**src/rtl/pipe_pkg.sv**
```systemverilog
// rtl/pipe_pkg.sv - shared pipeline types: MEM/WB wait-state encoding and write-back select codes
package pipe_pkg;

    typedef enum logic {
        RUN      = 1'b0,
        WAIT_MEM = 1'b1
    } wb_state_t;

    // Write-back select codes, shared by the decoder, pipe_mem_wb and multiplexor4 users
    localparam logic [1:0] RES_ALU = 2'b00;
    localparam logic [1:0] RES_MEM = 2'b01;
    localparam logic [1:0] RES_PC4 = 2'b10;
    localparam logic [1:0] RES_IMM = 2'b11;

endpackage

```
**src/rtl/pipe_reg_en.sv**
```systemverilog
// rtl/pipe_reg_en.sv - pipeline field register with async reset, sync clear and load enable
// Ports:
//   clk  in          rising-edge clock
//   rst  in          asynchronous active-high reset, q -> 0
//   en   in          load d on the next edge
//   clr  in          synchronous clear, wins over en
//   d    in  WIDTH   next value
//   q    out WIDTH   registered value
module pipe_reg_en #(
    parameter int WIDTH = 1
) (
    input  logic             clk,
    input  logic             rst,
    input  logic             en,
    input  logic             clr,
    input  logic [WIDTH-1:0] d,
    output logic [WIDTH-1:0] q
);

    always_ff @(posedge clk or posedge rst) begin
        if (rst) begin
            q <= '0;
        end else if (clr) begin
            q <= '0;
        end else if (en) begin
            q <= d;
        end
    end

endmodule

```
**src/rtl/pipe_mem_wb.sv**
```systemverilog
// rtl/pipe_mem_wb.sv - MEM/WB pipeline register with data-memory wait FSM and upstream stall
// Optional feature macro: PIPE_MEM_WB_PERF_EN (adds stallCount_o memory-wait counter)
// Ports:
//   clk, reset                          clock, asynchronous active-high reset
//   valid_i, flush_i                    MEM-stage instruction valid / kill
//   memRead_i, memAck_i, memData_i      load request, read response strobe and word
//   aluResult_i, pcPlus4_i, immExt_i    remaining write-back candidates
//   resultSrc_i, regWrite_i, rd_i       write-back select, register write, destination
//   stall_o                             hold IF..MEM this cycle
//   datoA_o..datoD_o, selDato_o         registered candidates and select for multiplexor4
//   regWrite_o, rd_o, valid_o           registered write-back control
//   stallCount_o                        memory-wait cycles (PIPE_MEM_WB_PERF_EN only)
module pipe_mem_wb
    import pipe_pkg::*;
#(
    parameter int BITS     = 32,
    parameter int REG_BITS = 4,
    parameter int CNT_BITS = 16
) (
    input  logic                clk,
    input  logic                reset,
    input  logic                valid_i,
    input  logic                flush_i,
    input  logic                memRead_i,
    input  logic                memAck_i,
    input  logic [BITS-1:0]     memData_i,
    input  logic [BITS-1:0]     aluResult_i,
    input  logic [BITS-1:0]     pcPlus4_i,
    input  logic [BITS-1:0]     immExt_i,
    input  logic [1:0]          resultSrc_i,
    input  logic                regWrite_i,
    input  logic [REG_BITS-1:0] rd_i,
    output logic                stall_o,
    output logic [BITS-1:0]     datoA_o,
    output logic [BITS-1:0]     datoB_o,
    output logic [BITS-1:0]     datoC_o,
    output logic [BITS-1:0]     datoD_o,
    output logic [1:0]          selDato_o,
    output logic                regWrite_o,
    output logic [REG_BITS-1:0] rd_o,
    output logic                valid_o
`ifdef PIPE_MEM_WB_PERF_EN
    ,
    output logic [CNT_BITS-1:0] stallCount_o
`endif
);

    localparam int FW = 3 * BITS + 2 + REG_BITS;

    wb_state_t state, state_nxt;

    // State register
    always_ff @(posedge clk or posedge reset) begin
        if (reset) begin
            state <= RUN;
        end else begin
            state <= state_nxt;
        end
    end

    // Next state: a flush discards any pending read and returns to RUN
    always_comb begin
        state_nxt = state;
        if (flush_i) begin
            state_nxt = RUN;
        end else begin
            case (state)
                RUN:      if (valid_i && memRead_i && !memAck_i) state_nxt = WAIT_MEM;
                WAIT_MEM: if (memAck_i) state_nxt = RUN;
                default:  state_nxt = RUN;
            endcase
        end
    end

    // Stall output: reset gates it so upstream never sees a stall while the core is held in reset
    always_comb begin
        stall_o = 1'b0;
        case (state)
            RUN:      stall_o = valid_i & memRead_i & ~memAck_i & ~flush_i;
            WAIT_MEM: stall_o = ~memAck_i & ~flush_i;
            default:  stall_o = 1'b0;
        endcase
        if (reset) begin
            stall_o = 1'b0;
        end
    end

    // Candidate words, select and destination: loaded whenever WB is not waiting on memory.
    // While stalled upstream holds these inputs, so holding here loses nothing.
    logic [FW-1:0] fields_q;

    pipe_reg_en #(.WIDTH(FW)) u_fields (
        .clk (clk),
        .rst (reset),
        .en  (~stall_o),
        .clr (1'b0),
        .d   ({aluResult_i, pcPlus4_i, immExt_i, resultSrc_i, rd_i}),
        .q   (fields_q)
    );

    assign {datoA_o, datoC_o, datoD_o, selDato_o, rd_o} = fields_q;

    // Memory word follows every read response, independent of state
    pipe_reg_en #(.WIDTH(BITS)) u_mem_data (
        .clk (clk),
        .rst (reset),
        .en  (memAck_i),
        .clr (1'b0),
        .d   (memData_i),
        .q   (datoB_o)
    );

    // Valid / register-write: a flush or a stall cycle inserts a bubble into WB
    pipe_reg_en #(.WIDTH(2)) u_ctrl (
        .clk (clk),
        .rst (reset),
        .en  (1'b1),
        .clr (flush_i | stall_o),
        .d   ({valid_i, regWrite_i & valid_i}),
        .q   ({valid_o, regWrite_o})
    );

`ifdef PIPE_MEM_WB_PERF_EN
    // Counts every cycle the pipeline is held for data memory, including the cycle the
    // missing load is first seen; saturates instead of wrapping.
    always_ff @(posedge clk or posedge reset) begin
        if (reset) begin
            stallCount_o <= '0;
        end else if (stall_o && (stallCount_o != {CNT_BITS{1'b1}})) begin
            stallCount_o <= stallCount_o + {{(CNT_BITS-1){1'b0}}, 1'b1};
        end
    end
`else
    localparam int unused_cnt_bits = CNT_BITS;
`endif

endmodule
```
**config.mk**
```make
export PLATFORM = sky130hd
export DESIGN_NAME = pipe_mem_wb
export DESIGN_NICKNAME = d
export VERILOG_FILES = /design/src/rtl/pipe_pkg.sv /design/src/rtl/pipe_reg_en.sv /design/src/rtl/pipe_mem_wb.sv
export SDC_FILE = /design/constraint.sdc
export NUM_CORES = 1
export LEC_CHECK = 0
export CAP_MARGIN = 20
export CELL_PAD_IN_SITES_DETAIL_PLACEMENT = 1
export CELL_PAD_IN_SITES_GLOBAL_PLACEMENT = 1
export CORE_MARGIN = 5
export CORE_UTILIZATION = 33
export DETAILED_ROUTE_END_ITERATION = 10
export HOLD_SLACK_MARGIN = 0.1
export PLACE_DENSITY = 0.95
export SYNTH_ARGS = -nofsm -noshare
export SYNTH_HDL_FRONTEND = slang
export SYNTH_SLANG_ARGS = --single-unit
```
**constraint.sdc**
```tcl
create_clock -name clk -period 6.6 [get_ports clk]
set_input_delay 0.99 -clock clk [delete_from_list [all_inputs] [get_ports clk]]
set_output_delay 0.99 -clock clk [all_outputs]
set_load 0.02 [all_outputs]
```
==> run_results.csv <==
group,metric,value,unit
setup_path,cp_slowest_cell,"clkdlybuf4s50_1",
timing,skew,9.53,ps
timing,fmax,267,MHz
clock_network,postCtsSetupBuffers,0,
synth,synth.top_cell.area_share,67.5,%
timing,report.final.slew_viol_count,0,
min_path,hold_path.class,"reg -> reg",
synth,ys_types,13,
clock_network,htreeDepth,4,
floorplanning,rows,45,
cells_and_area,final_cell_mix,"clkdlybuf4s50_1 (277), dfrtp_1 (137), mux2_2 (87)",
timing,timing.final.crit_share,56.7,%
floorplanning,pin_count,278,
power,p_leak,3.50,nW
timing,fin_crit,3740,ps
job,cap_violations,0,
setup_path,timing.critical_path.arrival,2750,ps
power,cellPowerDensity,254,nW/um^2
clock_network,clock-root-buffer,"clkbuf_16",
synth,yosysWarnings,0,
timing,grt_setup_unrepaired,"no",
global_routing,grt.overflow.total,0,
detailed_routing,viasPerCell,4.62,
setup_path,critPathLaunchType,"primary input",
floorplanning,die_area,18000,sq um
clock_network,cts_tree,"done",
floorplanning,start_util,33.5,%
setup_path,crit_path_frequent_cell,"clkdlybuf4s50_1",
setup_path,path_class,"in -> out",
detailed_routing,firstDrtPassIters,3,
timing,hold_viol_final,0,
place,place_hpwl,12700,microns
place,io_buffers,277,
synth,yosys-top-cells-area,"dfrtp_1 (68%), mux2_2 (19%), mux2_1 (10%)",
clock_network,cts_made_buffers,17,
global_routing,grt.total_usage,18.5,%
floorplanning,die_x,134,microns
setup_path,crit_buf_inv,3,
global_routing,grt_pass1_vias,4299,
timing,worst_pin_slew,1030,ps
setup_path,crit_family,"buffers and inverters",
clock_network,ctsResizeCount,0,
timing,relSlewSlack,31.6,%
detailed_routing,wl_per_cell,21.0,microns
cells_and_area,drive_gt1_share,20.3,%
status,status,"finished, final reports clean",
synth,ys_ff_latch,137,
setup_path,cp-end-kind,"output pin",
floorplanning,core-area,15100,sq um
setup_path,max_stage_delay,750,ps
detailed_routing,drc,0,
clock_network,cts_buffer_depth,2,
floorplanning,die_y,134,microns
synth,netlist_area,5080,sq um
global_routing,grt_antenna_before_repair,0,
cells_and_area,final_common_cell,"clkdlybuf4s50_1",
synth,synth_nets,433,
synth,yosysTopAreaCell,"dfrtp_1",
clock_network,cts.clk_slew.worst_paths,60,ps
synth,synth_seq_area_share,67.5,%
synth,syn_avg_cell_area,17.4,sq um
setup_path,cp_max_fo,34,
clock_network,hold_buffers,0,
cells_and_area,nNetsFinal,719,
detailed_routing,routed-via-count,3597,
global_routing,grt_max_degree,82,
cells_and_area,n_antenna_cell,0,
timing,finalSetupViolCount,0,
detailed_routing,drt-initial-drc-count,68,
clock_network,cts_sinks,137,
cells_and_area,finish.utilization,56.8,%
detailed_routing,wl,16300,microns
clock_network,clk_latency,410,ps
timing,finalSetupTns,0,ps
cells_and_area,area_delta_synth_final,69.4,%
detailed_routing,ant_nets,0,
setup_path,crit_path_cell_trace,"clkdlybuf4s50_1, buf_4, nor4_4, clkdlybuf4s50_1",
synth,syn_inst,292,
place,gp_congestion,0.756,
power,ir_worst_vdd,0.169,mV
setup_path,cp.required,5610,ps
global_routing,grt_pass1_wl,25400,microns
-- synthesized netlist by cell type, drive strengths merged --
cell    instances
nor3b           1
mux2          134
a21oi           1
clkbuf          1
nor4bb          1
buf            14
nor3            1
nor4            1
dfrtp         137
inv             1
-- report_power, final --
part           total (mW)  leakage (nW)  switching, mW  internal [mW]
registers           0.932          1.60         0.0327          0.899
logic               0.381          1.64          0.164          0.217
clock network       0.872         0.264          0.337          0.535
total                2.19          3.50          0.534           1.65
-- flip-flops by register name, indices dropped and copies added, names as in the netlist --
register and flops:
state 1, u_fields.q 102, u_ctrl.q 2, u_mem_data.q 32
-- metrics by stage --
stage	setup slack [ps]	area [sq um]	std cells	power, mW	hold slack, ps
floorplan	1940	5080	292	1.09	527
global placement	2830	8030	746	1.31	472
detailed placement	2740	8030	746	1.33	482
CTS	2820	8570	777	2.22	495
global route	2740	8600	778	2.28	500
finish	2860	8600	778	2.19	488
-- cell type report --
| class | instances | area, sq um |
|---|---|---|
| multi-input cells | 139 | 1560 |
| flip-flops and latches | 137 | 3430 |
| clock inverters | 7 | 70.1 |
| repair buffers | 282 | 2830 |
| inverters | 1 | 6.26 |
| clock buffers | 24 | 472 |
| well taps | 188 | 235 |
| fillers | 1460 | 6550 |
-- final timing paths --
kind / start / endpoint / slack (ps) / depth (start not counted)
worst max-delay path: memAck_i / stall_o / 2860 / 4
worst min register to register: u_fields.q[57] / u_fields.q[57] / 490 / 1
min in group asynchronous: reset / u_mem_data.q[19] / 1060 / 2
worst max register to register: state / u_fields.q[48] / 4210 / 5
worst min-delay path: u_fields.q[57] / u_fields.q[57] / 490 / 1
max in group asynchronous: reset / u_fields.q[90] / 4180 / 4
-- logic make-up after synthesis --
group / Yosys count / synth area share [%]
flip-flops: 137 / 67.5
multiplexers: 134 / 29.7
buffers and inverters: 16 / 1.77
AND/OR/NAND/NOR: 4 / 0.863
AO/OA/AOI/OAI: 1 / 0.0985
-- worst register-to-register path, delay by kind of cell, from the launching register on --
family,cells,cell delay (ps)
flops,1,330
mux,1,530
simple gates,1,170
compound gates,1,80
buf+inv,2,1180
-- routing by layer --
layer,track usage [%],share of wire [%],vias to the layer above
met5,0,0,-
met4,5.83,1.7,0
met3,7.31,9.4,20
met2,33.8,53,185
met1,19.5,36,1793
li1,-,-,1599
(Power assumes the default switching activity.)
